**config.mk**
```make
export PLATFORM = sky130hd
export DESIGN_NAME = scan_scheduler
export DESIGN_NICKNAME = d
export VERILOG_FILES = /design/src/rtl/scan_sched_pkg.sv /design/src/rtl/scan_scheduler_stall_watchdog.sv /design/src/rtl/scan_scheduler.sv
export SDC_FILE = /design/constraint.sdc
export NUM_CORES = 1
export LEC_CHECK = 0
export ABC_AREA = 1
export CORE_ASPECT_RATIO = 1.25
export CORE_MARGIN = 2
export CORE_UTILIZATION = 30
export CTS_BUF_LIST = sky130_fd_sc_hd__clkbuf_4 sky130_fd_sc_hd__clkbuf_8 sky130_fd_sc_hd__clkbuf_16
export DETAILED_ROUTE_END_ITERATION = 16
export PLACE_DENSITY_LB_ADDON = 0.2
export SLEW_MARGIN = 20
export SYNTH_ARGS = -nofsm -noshare
export SYNTH_HDL_FRONTEND = slang
export SYNTH_HIERARCHICAL = 1
export SYNTH_SLANG_ARGS = --single-unit
```
**constraint.sdc**
```tcl
create_clock -name clk -period 1.8 [get_ports clk]
set_input_delay 0.27 -clock clk [delete_from_list [all_inputs] [get_ports clk]]
set_output_delay 0.27 -clock clk [all_outputs]
set_load 0.03 [all_outputs]
```
**src/rtl/scan_sched_pkg.sv**
```systemverilog
// Shared types and constants for the two-scanner sequencer.
// Role codes are also consumed by the HEX display decoder.
package scan_sched_pkg;

    localparam int unsigned ROLE_W  = 3;
    localparam int unsigned MEM_W   = 8;
    localparam int unsigned SWAP_W  = 8;
    localparam int unsigned WDOG_W  = 16;
    localparam int unsigned PCT_MAX = 100;

    localparam logic [ROLE_W-1:0] ROLE_CODE_LOWPWR = 3'd0;
    localparam logic [ROLE_W-1:0] ROLE_CODE_STBY   = 3'd1;
    localparam logic [ROLE_W-1:0] ROLE_CODE_SCAN   = 3'd2;
    localparam logic [ROLE_W-1:0] ROLE_CODE_XFER   = 3'd3;
    localparam logic [ROLE_W-1:0] ROLE_CODE_FLUSH  = 3'd4;

    typedef enum logic [ROLE_W-1:0] {
        ROLE_LOWPWR = ROLE_CODE_LOWPWR,
        ROLE_STBY   = ROLE_CODE_STBY,
        ROLE_SCAN   = ROLE_CODE_SCAN,
        ROLE_XFER   = ROLE_CODE_XFER,
        ROLE_FLUSH  = ROLE_CODE_FLUSH
    } role_t;

    typedef enum logic [1:0] {
        ST_OFF   = 2'd0,
        ST_RUN   = 2'd1,
        ST_DRAIN = 2'd2
    } top_state_t;

    // Occupancy above 100 percent is treated as full.
    function automatic logic [MEM_W-1:0] clamp_pct(input logic [MEM_W-1:0] v);
        return (v > MEM_W'(PCT_MAX)) ? MEM_W'(PCT_MAX) : v;
    endfunction

endpackage

```
**src/rtl/scan_scheduler_stall_watchdog.sv**
```systemverilog
// Stall watchdog: counts consecutive stall cycles and fires once the limit
// is reached, then restarts counting. The fault flag is sticky until reset.
// Ports:
//   clk, reset  : clock, synchronous active-high reset
//   stall       : scheduler is in the stall condition this cycle
//   fire_c      : combinational, limit reached on this cycle
//   fault       : registered sticky fault
module stall_watchdog
    import scan_sched_pkg::*;
#(
    parameter int unsigned WDOG_CYC = 1024
) (
    input  logic clk,
    input  logic reset,
    input  logic stall,
    output logic fire_c,
    output logic fault
);

    logic [WDOG_W-1:0] cnt_q;

    // Fires on the WDOG_CYC-th consecutive stall cycle.
    assign fire_c = stall && (cnt_q == WDOG_W'(WDOG_CYC - 1));

    always_ff @(posedge clk) begin
        if (reset) begin
            cnt_q <= '0;
            fault <= 1'b0;
        end else begin
            if (!stall || fire_c) begin
                cnt_q <= '0;
            end else begin
                cnt_q <= cnt_q + WDOG_W'(1);
            end
            if (fire_c) begin
                fault <= 1'b1;
            end
        end
    end

endmodule

```
**src/rtl/scan_scheduler.sv**
```systemverilog
// Central sequencer for the two-scanner buffer pair. Chooses the active
// scanner, moves the idle scanner between low power, standby, transfer and
// flush, and issues one-cycle command pulses when a scanner's role changes.
// Optional stall watchdog: define SCAN_SCHED_WATCHDOG_EN.
// Ports:
//   clk, reset               : clock, synchronous active-high reset
//   start, stop, flush       : user pulses
//   mem_used_0, mem_used_1   : scanner occupancy in percent
//   cmd_scan/stby/xfer/flush/lowpwr[i] : pulse when role_i first becomes X
//   role_0, role_1           : current role codes
//   active_id                : scanning scanner
//   rdy_flush                : a user flush would be accepted
//   swap_count               : completed handoffs (wrapping)
//   stall_fault              : sticky watchdog fault
module scan_scheduler
    import scan_sched_pkg::*;
#(
    parameter int unsigned PREP_LVL = 80,
    parameter int unsigned FULL_LVL = 100,
    parameter int unsigned WDOG_CYC = 1024
) (
    input  logic        clk,
    input  logic        reset,
    input  logic        start,
    input  logic        stop,
    input  logic        flush,
    input  logic [7:0]  mem_used_0,
    input  logic [7:0]  mem_used_1,
    output logic [1:0]  cmd_scan,
    output logic [1:0]  cmd_stby,
    output logic [1:0]  cmd_xfer,
    output logic [1:0]  cmd_flush,
    output logic [1:0]  cmd_lowpwr,
    output logic [2:0]  role_0,
    output logic [2:0]  role_1,
    output logic        active_id,
    output logic        rdy_flush,
    output logic [7:0]  swap_count,
    output logic        stall_fault
);

    top_state_t        state_q, state_d;
    role_t             role_q [2];
    role_t             role_d [2];
    logic              act_q, act_d;
    logic              rdy_q, rdy_d;
    logic [SWAP_W-1:0] swap_q, swap_d;
    logic [1:0]        scan_d, stby_d, xfer_d, flsh_d, lowp_d;
    logic [MEM_W-1:0]  mem [2];
    logic              idle_id;
    logic              a_prep, a_full;
    logic              wdog_fire_c;
    logic              idle_set;

    assign mem[0]  = clamp_pct(mem_used_0);
    assign mem[1]  = clamp_pct(mem_used_1);
    assign idle_id = ~act_q;
    assign a_prep  = mem[act_q] >= MEM_W'(PREP_LVL);
    assign a_full  = mem[act_q] >= MEM_W'(FULL_LVL);

`ifdef SCAN_SCHED_WATCHDOG_EN
    logic stall_c;

    // Active scanner is full but the idle one cannot take over.
    assign stall_c = (state_q == ST_RUN) && !stop && a_full &&
                     (role_q[idle_id] != ROLE_STBY);

    stall_watchdog #(
        .WDOG_CYC (WDOG_CYC)
    ) u_stall_watchdog (
        .clk    (clk),
        .reset  (reset),
        .stall  (stall_c),
        .fire_c (wdog_fire_c),
        .fault  (stall_fault)
    );
`else
    assign wdog_fire_c = 1'b0;
    assign stall_fault = 1'b0;
`endif

    // Next-state, role and command decode.
    always_comb begin
        state_d   = state_q;
        role_d[0] = role_q[0];
        role_d[1] = role_q[1];
        act_d     = act_q;
        swap_d    = swap_q;
        idle_set  = 1'b0;
        scan_d    = '0;
        stby_d    = '0;
        xfer_d    = '0;
        flsh_d    = '0;
        lowp_d    = '0;

        case (state_q)
            ST_OFF: begin
                if (start) begin
                    state_d   = ST_RUN;
                    role_d[0] = ROLE_SCAN;
                    act_d     = 1'b0;
                end
            end

            ST_RUN: begin
                if (stop) begin
                    role_d[act_q] = ROLE_XFER;
                    state_d       = ST_DRAIN;
                end else if (a_full && (role_q[idle_id] == ROLE_STBY)) begin
                    role_d[act_q]   = ROLE_XFER;
                    role_d[idle_id] = ROLE_SCAN;
                    act_d           = idle_id;
                    swap_d          = swap_q + SWAP_W'(1);
                    idle_set        = 1'b1;
                end else if (wdog_fire_c || (flush && rdy_q)) begin
                    // A stall only freezes the active scanner; the idle one
                    // can still be flushed to break it.
                    role_d[idle_id] = ROLE_FLUSH;
                    idle_set        = 1'b1;
                end

                if (!idle_set) begin
                    if ((role_q[idle_id] == ROLE_LOWPWR) && a_prep) begin
                        role_d[idle_id] = ROLE_STBY;
                    end else if (((role_q[idle_id] == ROLE_XFER) ||
                                  (role_q[idle_id] == ROLE_FLUSH)) &&
                                 (mem[idle_id] == '0)) begin
                        role_d[idle_id] = a_prep ? ROLE_STBY : ROLE_LOWPWR;
                    end
                end
            end

            ST_DRAIN: begin
                // A standby scanner holds no data, so it powers down at once;
                // otherwise wait for the memory to empty.
                for (int i = 0; i < 2; i++) begin
                    if ((role_q[i] == ROLE_STBY) ||
                        (((role_q[i] == ROLE_XFER) || (role_q[i] == ROLE_FLUSH)) &&
                         (mem[i] == '0))) begin
                        role_d[i] = ROLE_LOWPWR;
                    end
                end
                if ((role_d[0] == ROLE_LOWPWR) && (role_d[1] == ROLE_LOWPWR)) begin
                    state_d = ST_OFF;
                end
            end

            default: begin
                state_d = ST_OFF;
            end
        endcase

        // Pulse only on the cycle a role is first entered.
        for (int i = 0; i < 2; i++) begin
            if (role_d[i] != role_q[i]) begin
                scan_d[i] = (role_d[i] == ROLE_SCAN);
                stby_d[i] = (role_d[i] == ROLE_STBY);
                xfer_d[i] = (role_d[i] == ROLE_XFER);
                flsh_d[i] = (role_d[i] == ROLE_FLUSH);
                lowp_d[i] = (role_d[i] == ROLE_LOWPWR);
            end
        end

        rdy_d = (state_d == ST_RUN) &&
                (mem[act_d] >= MEM_W'(PREP_LVL)) &&
                (role_d[~act_d] == ROLE_XFER) &&
                (mem[~act_d] != '0);
    end

    // State and output registers.
    always_ff @(posedge clk) begin
        if (reset) begin
            state_q    <= ST_OFF;
            role_q[0]  <= ROLE_LOWPWR;
            role_q[1]  <= ROLE_LOWPWR;
            act_q      <= 1'b0;
            rdy_q      <= 1'b0;
            swap_q     <= '0;
            cmd_scan   <= '0;
            cmd_stby   <= '0;
            cmd_xfer   <= '0;
            cmd_flush  <= '0;
            cmd_lowpwr <= '0;
        end else begin
            state_q    <= state_d;
            role_q[0]  <= role_d[0];
            role_q[1]  <= role_d[1];
            act_q      <= act_d;
            rdy_q      <= rdy_d;
            swap_q     <= swap_d;
            cmd_scan   <= scan_d;
            cmd_stby   <= stby_d;
            cmd_xfer   <= xfer_d;
            cmd_flush  <= flsh_d;
            cmd_lowpwr <= lowp_d;
        end
    end

    assign role_0     = role_q[0];
    assign role_1     = role_q[1];
    assign active_id  = act_q;
    assign rdy_flush  = rdy_q;
    assign swap_count = swap_q;

endmodule

```
=== Word level (Yosys, flattened, before mapping) ===
Memory sizes are Yosys's and may differ from the RTL's.
Index checks and enable logic that the tools add are counted.
Widths: inputs -> output; s select.

* Register bits after elaboration: 22
* Bits in writable memories: 6
* Bits of input ports: 21
* Output and inout bits: 27
* Logic and storage cells: 157
* Memories: 1

{| class="wikitable"
|+ Memories
! name !! depth !! width !! rd ports !! clocked after Yosys merged registers in !! write ports !! line !! RTL
|-
| role_q || 2 || 3 || 3 || 0 || 2 || scan_scheduler.sv:43 || <nowiki>role_t role_q [2];</nowiki>
|}

* Add/sub/neg operators: 1
* Order comparisons: 11
* Equality and inequality tests: 23
* Multiplexer cells: 54
* Bitwise logic cells: 23
* Reductions and logical operators: 30

{| class="wikitable"
|+ Operators by type and width
! cell !! count
|-
| $mux 8 || 14
|-
| $mux 6 || 7
|-
| $mux 3 || 12
|-
| $eq 3x2->1 const B || 8
|-
| $ge 8x7->1 const B || 3
|-
| $logic_not 8->1 || 3
|-
| $gt 8x7->1 const B || 2
|-
| $eq 3x1->1 const B || 5
|-
| $eq 3x3->1 const B || 5
|-
| $logic_not 3->1 || 5
|-
| $and 4x4->4 || 3
|-
| $logic_and 1x1->1 || 12
|-
| $not 4->4 || 3
|-
| $mux 1 || 11
|-
| $pmux 3 s3 || 1
|-
| $add 8x1->8 const B || 1
|-
| $ge 2x2->1 const B || 4
|-
| $not 1->2 || 4
|-
| $reduce_bool 8->1 || 1
|-
| $bwmux 6 || 1
|-
| $demux 3 s1 || 2
|-
| $mux 2 || 3
|-
| $ne 3x3->1 || 2
|-
| $or 2x2->2 || 3
|-
| 15 further kinds || 27
|}

=== Longest topological paths before layout ===
* Depth after elaboration: 23
* Gate-level depth with buffers: 22
* Gate-level depth less buffers: 22

=== Worst setup path before layout ===
OpenSTA, ideal clock, no wires.

* Kind: reg2reg
* Start: register act_q, in the netlist active_id
* End: register cmd_xfer[0]
* Arrival: 1.979 ns
* Path slack: -0.293 ns
* Cell stages (with the launch flop): 18
* Buffers on the path: 2
* Clock period less this slack: 2.093 ns
* Cells stage by stage: dfxtp_1 -> buf_6 -> buf_4 -> nand2_2 -> o21ai_2 -> nand2_4 -> nand3_4 -> nand2_2 -> nand2_4 -> nand2_1 -> nand2_1 -> nand2_1 -> nand2_2 -> nand2_1 -> nand2_1 -> nand3_2 -> nand2_2 -> nor2_1

* Longest elaborated chain between the ends: 20

{| class="wikitable"
|+ Ends and longest elaborated chain
! what !! line !! RTL
|-
| start: declaration || scan_scheduler.sv:45 || <nowiki>logic act_q, act_d;</nowiki>
|-
| start signal: assignment || scan_scheduler.sv:188 || <nowiki>act_q <= act_d;</nowiki>
|-
| branches (longest 15 deep; another with $ge 8x7->1) || n/a ||
|-
| $mux 6 * || scan_scheduler.sv:122 || <nowiki>if (!idle_set) begin</nowiki>
|-
| $pmux 3 s3 * || scan_scheduler.sv:96 || <nowiki>case (state_q)</nowiki>
|-
| $ne 3x3->1 || scan_scheduler.sv:155 || <nowiki>if (role_d[i] != role_q[i]) begin</nowiki>
|-
| $not 1->1 (no line) || n/a ||
|-
| $reduce_or 2->1 (no line) || n/a ||
|-
| end signal: assignment || scan_scheduler.sv:193 || <nowiki>cmd_xfer <= xfer_d;</nowiki>
|-
| end: declaration || scan_scheduler.sv:31 || <nowiki>output logic [1:0] cmd_xfer,</nowiki>
|}

Every way passes the cells marked *. The select of a mux whose other input is x is not followed.
A chain may end at the register's enable or synchronous reset.

=== Final worst setup path ===
* Start: register act_q, in the netlist active_id
* End: register cmd_scan[1]

* Longest elaborated chain between the ends: 20

{| class="wikitable"
|+ Ends and longest elaborated chain
! what !! line !! RTL
|-
| branches (longest 15 deep; another with $ge 8x7->1) || n/a ||
|-
| $mux 6 * || scan_scheduler.sv:122 ||
|-
| $pmux 3 s2 * || scan_scheduler.sv:96 ||
|-
| $ne 3x3->1 || scan_scheduler.sv:155 ||
|-
| $not 1->1 (no line) || n/a ||
|-
| $reduce_or 2->1 (no line) || n/a ||
|-
| end signal: assignment || scan_scheduler.sv:191 || <nowiki>cmd_scan <= scan_d;</nowiki>
|-
| end: declaration || scan_scheduler.sv:29 || <nowiki>output logic [1:0] cmd_scan,</nowiki>
|}

Marks and branches as above.

==> report_table.html <==
<table>
<tr><th>Metric</th><th>Value</th></tr>
<tr><th colspan="2">Outcome</th></tr>
<tr><td>Result of the run</td><td>complete, but fails checks</td></tr>
<tr><td>Failing checks</td><td>negative setup slack</td></tr>
<tr><th colspan="2">Layout</th></tr>
<tr><td>Final core area utilization</td><td>0.543</td></tr>
<tr><td>Register Area</td><td>577 um2</td></tr>
<tr><td>Post-Layout Cell Count</td><td>568</td></tr>
<tr><td>Post-synthesis to final-layout area growth</td><td>77.1%</td></tr>
<tr><td>Ant diodes</td><td>0</td></tr>
<tr><td>Fillcell total</td><td>713</td></tr>
<tr><td>Layout Cell Area excl Fill</td><td>3940 um2</td></tr>
<tr><td>Footprint of the multi-input gates</td><td>1870 um2</td></tr>
<tr><td>Share of post-route cells with drive strength above 1</td><td>0.515</td></tr>
<tr><td>Final net count</td><td>503</td></tr>
<tr><th colspan="2">GRT</th></tr>
<tr><td>Remaining Overflow, GRT</td><td>0</td></tr>
<tr><td>Combined global-route utilization of all metal layers</td><td>0.176</td></tr>
<tr><td>Number of global-route vias before repair</td><td>2532</td></tr>
<tr><td>Initial antenna violation count</td><td>0</td></tr>
<tr><td>Global-route wire length before repair</td><td>11300 um</td></tr>
<tr><td>Maximum number of pins on one net before global-route repair</td><td>17</td></tr>
<tr><th colspan="2">Drt</th></tr>
<tr><td>WL final</td><td>7370 um</td></tr>
<tr><td>DRC</td><td>0</td></tr>
<tr><td>Detailed Route Iter0 Violations</td><td>112</td></tr>
<tr><td>ANT nets after route</td><td>0</td></tr>
<tr><td>Vias per cell</td><td>4.67</td></tr>
<tr><td>Total number of vias</td><td>2650</td></tr>
<tr><td>Number of optimization iterations in the first detailed-route pass</td><td>4</td></tr>
<tr><td>Detail-routed net length per standard cell</td><td>13.0 um</td></tr>
<tr><th colspan="2">Clock tree</th></tr>
<tr><td>Root Buffer Master</td><td>clkbuf_8</td></tr>
<tr><td>Register clock-pin slew on the reported worst setup and hold paths</td><td>100 ps</td></tr>
<tr><td>Insertion delay of the later-clocked pin in the worst-skew pair</td><td>270 ps</td></tr>
<tr><td>CTS H-tree depth</td><td>1</td></tr>
<tr><td>Total CTS buffers</td><td>3</td></tr>
<tr><td>Max clock buf depth</td><td>2</td></tr>
<tr><td>TritonCTS clock tree</td><td>yes</td></tr>
<tr><td>Clock sink count</td><td>28</td></tr>
<tr><td>Number of hold buffers added after CTS</td><td>0</td></tr>
<tr><th colspan="2">Timing</th></tr>
<tr><td>Post-route fraction of the period consumed by the critical path</td><td>1.19</td></tr>
<tr><td>Final Worst Setup Slack</td><td>-346 ps</td></tr>
<tr><td>Shortest period the worst path allows</td><td>2150 ps</td></tr>
<tr><td>Max-slew violations</td><td>0</td></tr>
<tr><td>Hold violation total from the final report</td><td>0</td></tr>
<tr><td>Final setup violation count</td><td>26</td></tr>
<tr><td>Highest Clock Rate</td><td>0.466 GHz</td></tr>
<tr><td>Minimum hold slack</td><td>479 ps</td></tr>
<tr><td>Total Negative Setup Slacks</td><td>-5890 ps</td></tr>
<tr><td>Setup clock skew after layout</td><td>7.38 ps</td></tr>
<tr><td>Unrepaired setup endpoints after global routing</td><td>yes</td></tr>
<tr><th colspan="2">Floorplanning</th></tr>
<tr><td>Count of standard-cell rows</td><td>35</td></tr>
<tr><td>I/O Pins</td><td>48</td></tr>
<tr><td>Initial Util</td><td>0.306</td></tr>
<tr><td>Chip width</td><td>81.1 um</td></tr>
<tr><td>Core region area</td><td>7270 um2</td></tr>
<tr><td>Die area</td><td>8130 um2</td></tr>
<tr><td>Chip Height</td><td>100 um</td></tr>
<tr><th colspan="2">Worst setup path</th></tr>
<tr><td>Launching element type of the critical path</td><td>register</td></tr>
<tr><td>Endpoint type of the worst setup path</td><td>register</td></tr>
<tr><td>Largest fanout on the critical path</td><td>6</td></tr>
<tr><td>Arrival @ worst endpoint</td><td>2370 ps</td></tr>
<tr><td>Critical Path RT</td><td>2020 ps</td></tr>
<tr><td>Category of the critical setup timing path</td><td>register to register</td></tr>
<tr><th colspan="2">Power</th></tr>
<tr><td>Peak VDD IR</td><td>0.000616 V</td></tr>
<tr><td>Pwr per Cell Area</td><td>469 nW/um2</td></tr>
<tr><td>Leakage power total</td><td>0.00190 uW</td></tr>
<tr><th colspan="2">Yosys</th></tr>
<tr><td>Cells after Synth</td><td>350</td></tr>
<tr><td>Cell taking the most area after synthesis</td><td>dfxtp_1</td></tr>
<tr><td>Dominant cell by count in the synthesized netlist</td><td>nand2_1</td></tr>
<tr><td>Count of different cell masters after synthesis</td><td>42</td></tr>
<tr><td>Share of the synthesized area in the top cell type</td><td>0.252</td></tr>
<tr><td>Register area share after synthesis</td><td>0.252</td></tr>
<tr><td>Average instance area after synthesis</td><td>6.36 um2</td></tr>
<tr><td>Post-synthesis register bit count</td><td>28</td></tr>
<tr><td>Most used flip-flop cell after synthesis</td><td>dfxtp_1</td></tr>
<tr><td>Post-synth ARST share</td><td>0</td></tr>
<tr><td>Commonest cells post-synth</td><td>nand2_1, nor2_1, inv_1, nand3_1, dfxtp_1</td></tr>
<tr><td>Most area-consuming cells after synthesis</td><td>dfxtp_1, nand2_1, nor2_1</td></tr>
<tr><td>EDFF count, synth</td><td>0</td></tr>
<tr><td>Synthesized Nets</td><td>376</td></tr>
<tr><td>Synthesized area</td><td>2230 um2</td></tr>
<tr><td>Number of warnings reported in the yosys synthesis log</td><td>6</td></tr>
<tr><th colspan="2">Job</th></tr>
<tr><td>Count of max-cap constraint violations</td><td>0</td></tr>
<tr><th colspan="2">Placed design</th></tr>
<tr><td>GP Congestion</td><td>0.943</td></tr>
<tr><td>Port Buf Inserts</td><td>46</td></tr>
<tr><td>Total half-perimeter wirelength after legalization and detailed placement</td><td>5350 um</td></tr>
<tr><td>Cell area reported after detailed placement</td><td>3230 um2</td></tr>
<tr><td>Cell total after placement</td><td>542</td></tr>
<tr><th colspan="2">Min path</th></tr>
<tr><td>Class of the tightest hold or removal check</td><td>register to register</td></tr>
</table>
## sequential cells by signal, summed over array words and instances (netlist names)
register and count:
cmd_xfer 2, active_id 1, cmd_lowpwr 2, role_q 6, cmd_flush 2, rdy_flush 1
cmd_scan 2, swap_count 8, cmd_stby 2, state_q 2
## through the flow
stage,power [uW],setup WS [ps]
floorplan,1010,-68.0
global placement,1270,-827
detailed placement,1270,-825
CTS,1750,-299
global route,1950,-508
finish,1850,-346
## worst max-delay path: stages, from the launching register on
cell and delay [ps]:
dfxtp_4 400, buf_8 150, nand2_4 60, o21ai_4 60, nor3_4 260, nand3_4 170
o21ai_4 230, buf_6 130, nor2_4 30, nand2_2 80, o21ai_4 90, nand2_1 110
nand2_2 80, nand3_4 70, nand2_4 70, nor2_4 90
## layout make-up
cell class	count	share of cell area
multi-input cells	267	0.474
repair buffers	127	0.283
flip-flops and latches	28	0.146
inverters	50	0.0508
well taps	92	0.0292
clock buffers	4	0.0168
## final timing paths
kind	start	endpoint	slack (ps)	cells past startpoint
worst max-delay path	active_id$_SDFF_PP0_	cmd_scan[1]$_SDFF_PP0_	-350	15
worst min-delay path	swap_count[7]$_SDFFE_PP0P_	swap_count[7]$_SDFFE_PP0P_	480	1
worst max register to register	active_id$_SDFF_PP0_	cmd_scan[1]$_SDFF_PP0_	-350	15
worst min register to register	swap_count[7]$_SDFFE_PP0P_	swap_count[7]$_SDFFE_PP0P_	480	1
## logic make-up after synthesis
| group | share of synthesized area |
|---|---|
| flops | 0.252 |
| buf+inv | 0.101 |
| simple gates | 0.503 |
| xor+xnor | 0.00393 |
| compound gates | 0.110 |
| other cells | 0.00168 |
| fa+ha+maj | 0.0281 |
## repair_timing
action                     CTS  global route
setup endpoints to repair   28            29
gates resized for setup     72           132
setup buffers               16            14
pin swaps                   45            70
## layout by cell type (no fill, tap or decap), drive strengths merged
master	n
a21boi	1
a21oi	11
a221o	1
and2	1
buf	85
clkbuf	12
clkdlybuf4s15	3
clkdlybuf4s50	26
conb	1
dfxtp	28
dlygate4sd2	1
dlymetal6s2s	4
ha	5
inv	50
nand2	114
nand3	40
nand3b	2
nand4	4
nor2	53
nor2b	1
nor3	4
nor3b	2
o211ai	2
o21ai	20
o21ba	1
o22ai	1
o31ai	1
or2	1
xor2	1
## power breakdown
| part | switching (uW) | leakage [uW] | internal, uW | total (uW) |
|---|---|---|---|---|
| logic | 425 | 0.00163 | 333 | 758 |
| clock network | 196 | 0.0000339 | 242 | 438 |
| registers | 14.0 | 0.000231 | 640 | 654 |
| total | 635 | 0.00190 | 1210 | 1850 |
## layer usage
| metal | share of wire | GRT usage | wire length, um | up-vias |
|---|---|---|---|---|
| met2 | 0.52 | 0.322 | 3860 | 63 |
| met3 | 0.031 | 0.0117 | 229 | 22 |
| met4 | 0.041 | 0.0821 | 301 | 0 |
| met5 | 0 | 0 | 0 | - |
| li1 | - | - | - | 1358 |
| met1 | 0.40 | 0.206 | 2980 | 1207 |
No activity file was read; power rests on OpenSTA's default activity.
==> variant 1: new RTL, same settings <==
Build with the macro `SCAN_SCHED_WATCHDOG_EN` defined.
--- a/src/rtl/scan_scheduler.sv
+++ b/src/rtl/scan_scheduler.sv
@@ -14,2 +14,4 @@
 //   stall_fault              : sticky watchdog fault
+`define SCAN_SCHED_WATCHDOG_EN
+
 module scan_scheduler
Formal check against the unedited RTL: same outputs for any inputs over 10 cycles, from zero or initial values and one cycle with reset high; that may be too few to reach the edited logic, so the function may still have changed.
==> variant 1 against the unedited design <==
The run still ends with setup timing left; total power grew 59%; core utilization decreased by 3.1 points; global-route usage fell by 0.83 points; wire length grew 25%; die area is 38% higher; sequential cell count increased by 17; area after synthesis increased by 40%; non-clock buffer count is 45 higher; largest cell class unchanged; final cell count is 36% higher; worst setup slack worse by 130 ps; combinational power up 11%; design area is 31% higher; clock skew down 1.8 ps; fmax shrank 5.9%.
==> variant 1: results (changes against the unedited design) <==
status: "finished with violations"
violations: "setup timing"
grt_util_all_layers_pct: 16.80  # -0.83 points
routedWlPerCell_um: 11.94  # -8.0%
syn_nets: 497  # +32%
skew_ps: 5.551  # -1.828 ps
dp_hpwl_mm: 7.248  # +36%
post_dp_cell_area_um2: 4476  # +38%
n_all_buffers: 172  # +35%
holdWs_ps: 455.4  # -23.51 ps
buf_share_pct: 27.13  # -1.1 points
p_leak_nw: 2.329  # +23%
yosys-top-cells-count: "113 x nand2_1, 64 x nor2_1, 59 x inv_1"
io_buffers: 47  # +2.2%
htree_levels: 2  # +1
gr-usage-met2_pct: 31.65  # -0.52 points
nets: 671  # +33%
wl_met2_mm: 5.040  # +31%
largest_reg_flops: 16  # +8
drive_above_1_share_pct: 44.19  # -7.3 points
cts_buffers: 5  # +2
m1WireLength_mm: 3.438  # +15%
yosysSeqAreaShare_pct: 28.93  # +3.8 points
setup_viol_count_final: 24  # -7.7%
route.met3.wl_um: 324  # +41%
inv_count: 73  # +46%
synthTopCellsByArea: "dfxtp_1 29%, nand2_1 14%, nor2_1 7.7%"
clkbuf_count: 6  # +2
tns_ps: -7657  # -1769 ps
max_stage_delay_ps: 450  # +50 ps
fin_cells: 774  # +36%
finalWorstSetupSlack_ps: -480.0  # -134.4 ps
num-fill-cells: 979  # +37%
==> variant 1: cell types whose count changed after synthesis, sizes merged, moves of 5 or more <==
cell   unedited run  this run
o21ai            20        27
nor2             53        81
xor2              1         6
nand2           114       135
nand4             4        11
dfxtp            28        45
a21oi            11        19
inv              50        70
==> variant 1: logic make-up after synthesis <==
| logic type | after synthesis | synth area share [%] |
|---|---|---|
| xor gates and xnor gates | 9 | 2.531 |
| AOI/OAI and AO/OA | 54 | 10.49 |
| adders and majority gates | 6 | 2.411 |
| DFF | 45 | 28.93 |
| and+or+nand+nor | 278 | 45.44 |
| buffers and inverters | 78 | 10.20 |
==> variant 1: repair_timing <==
action | 4_1_cts | 5_1_grt
setup buffers | 21 | 10
endpoints found under the setup margin | 46 | 43
pin swaps | 46 | 60
resized for setup | 73 | 87
==> variant 1: power breakdown <==
group	total (mW)	switching, mW	internal (mW)
combinational	0.842	0.463	0.379
sequential	1.03	0.0120	1.02
clock	1.07	0.379	0.693
total	2.95	0.854	2.09
==> variant 2: new RTL, same settings <==
Made on the original files. Encoding of `top_state_t`: now one-hot (3 bits for 3 states).
--- a/src/rtl/scan_sched_pkg.sv
+++ b/src/rtl/scan_sched_pkg.sv
@@ -24,6 +24,6 @@
 
-    typedef enum logic [1:0] {
-        ST_OFF   = 2'd0,
-        ST_RUN   = 2'd1,
-        ST_DRAIN = 2'd2
+    typedef enum logic [2:0] {
+        ST_OFF   = 3'b001,
+        ST_RUN   = 3'b010,
+        ST_DRAIN = 3'b100
     } top_state_t;
Check against the original RTL: no difference found for any inputs over 10 cycles, from zero or initial values and one cycle with reset high; not proved beyond that.
==> variant 2 against the unedited design <==
The flow still finishes with violations (setup timing); synthesized cell count grew 2.0%; design area decreased by 8.3%; combinational power down 19%; area after synthesis shrank 1.7%; non-clock buffer count decreased by 5; wire length fell by 7.5%; total power grew 2.2%; via count shrank 0.19%; die area shrank 1.6%; critical path type unchanged; sequential cell count increased by 1; critical path depth is 2 lower; worst setup slack improved by 18 ps.
==> variant 2: results (changes against the unedited design) <==
vias_per_cell: 4.657  # -0.19%
drtIter0Drc: 107  # -4.5%
grt_pass1_wl_mm: 10.99  # -2.8%
ir_drop_uv: 436.6  # -29%
yosysUniqueCellTypes: 37  # -12%
tns_ps: -4788  # +1099 ps
yosysSeqAreaShare_pct: 26.51  # +1.3 points
post_dp_cell_area_um2: 3214  # -0.54%
gp_congestion: 0.8824  # -6.4%
grt_util_all_layers_pct: 17.54  # -0.088 points
skew_ps: 2.036  # -5.343 ps
grt_max_degree: 12  # -5
clkSlewWorstSetupHoldPaths_ps: 60  # -40 ps
finalWorstSetupSlack_ps: -327.1  # +18.47 ps
setup_viol_count_final: 22  # -15%
max_stage_delay_ps: 380  # -20 ps
syn_nets: 379  # +0.80%
drive_above_1_share_pct: 37.45  # -14 points
initial_core_util_pct: 31.19  # +0.56 points
violations: "setup timing"
cts_buffers: 5  # +2
yosys-top-cells-count: "84 x nand2_1, 60 x inv_1, 45 x nor2_1"
num-fill-cells: 731  # +2.5%
htree_levels: 2  # +1
dp_hpwl_mm: 5.271  # -1.4%
synthTopCellsByArea: "dfxtp_1 27%, nand2_1 14%, inv_1 10%"
nets: 499  # -0.80%
routed_wl_mm: 6.818  # -7.5%
status: "finished with violations"
p_leak_nw: 1.752  # -7.7%
reg2reg_depth: 13  # -2
via_count: 2645  # -0.19%
variant 2: stage by stage:
stage | worst slack [ps] | hold WS (ps)
after floorplan | -160.4 | 335.9
after global placement | -764.9 | 455.0
after detailed placement | -759.0 | 449.3
after CTS | -286.0 | 465.0
after global routing | -481.2 | 485.5
final | -327.1 | 460.0
variant 2: cells by family (layout without fill, tap and decap cells):
family                     after synthesis  count (layout)  synth area share, %
AOI/OAI and AO/OA                       51              51                14.34
other                                    1               1               0.1713
buffers and inverters                   73             194                13.43
adders and majority gates                1               1               0.5713
and+or+nand+nor                        202             202                44.97
DFF                                     29              29                26.51
variant 2: area by class of cell:
cell class                      instances  area [µm²]  share of cell area [%]
Sequential cell                        29       591.8                   16.37
Timing Repair Buffer                  122        1047                   28.96
Tap cell                               90       112.6                   3.114
Clock inverter                          1       5.005                  0.1384
Clock buffer                            7       96.34                   2.664
Multi-Input combinational cell        255        1515                   41.90
Inverter                               64       247.7                   6.851
variant 2: worst reg2reg max path: stages, from the launching register on:
cell and delay [ps]:
dfxtp_4 380, buf_4 140, nor2_4 160, nor2_4 60, nor3_4 170, nand4_4 150
nor2_4 160, nand2_4 110, buf_4 160, o21ai_4 60, o21ai_4 90, nor2_2 150
nand3_1 130, a21oi_1 160
variant 2: power breakdown:
part	leakage, nW	switching, mW	internal, mW
Clock	0.0542	0.252	0.345
Combinational	1.46	0.348	0.268
Sequential	0.238	0.0132	0.664
Total	1.75	0.613	1.28
variant 2: worst max-delay path by stage:
stage | slack (ps) | start | cells past startpoint | endpoint
2_1_floorplan | -160 | active_id | 17 | cmd_xfer[1]
3_3_place_gp | -760 | mem_used_1[4] | 21 | cmd_xfer[1]
3_5_place_dp | -760 | mem_used_1[4] | 21 | cmd_xfer[1]
4_1_cts | -290 | active_id | 18 | cmd_xfer[0]
5_1_grt | -480 | active_id | 13 | cmd_flush[1]
6_report | -330 | active_id | 13 | rdy_flush
variant 2: metal layers:
metal,global-route usage [%],up-vias,wire (µm)
met5,0,-,0
met4,6.258,0,164
met3,2.722,12,270
met2,34.49,70,3746
met1,18.21,1186,2636
li1,-,1377,-
variant 2: timing repair:
| action | 4_1_cts | 5_1_grt |
|---|---|---|
| buffers inserted | 10 | 8 |
| hold endpoints to repair | 0 | 0 |
| pin swaps | 44 | 36 |
| endpoints found under the setup margin | 27 | 28 |
| resized for setup | 44 | 40 |
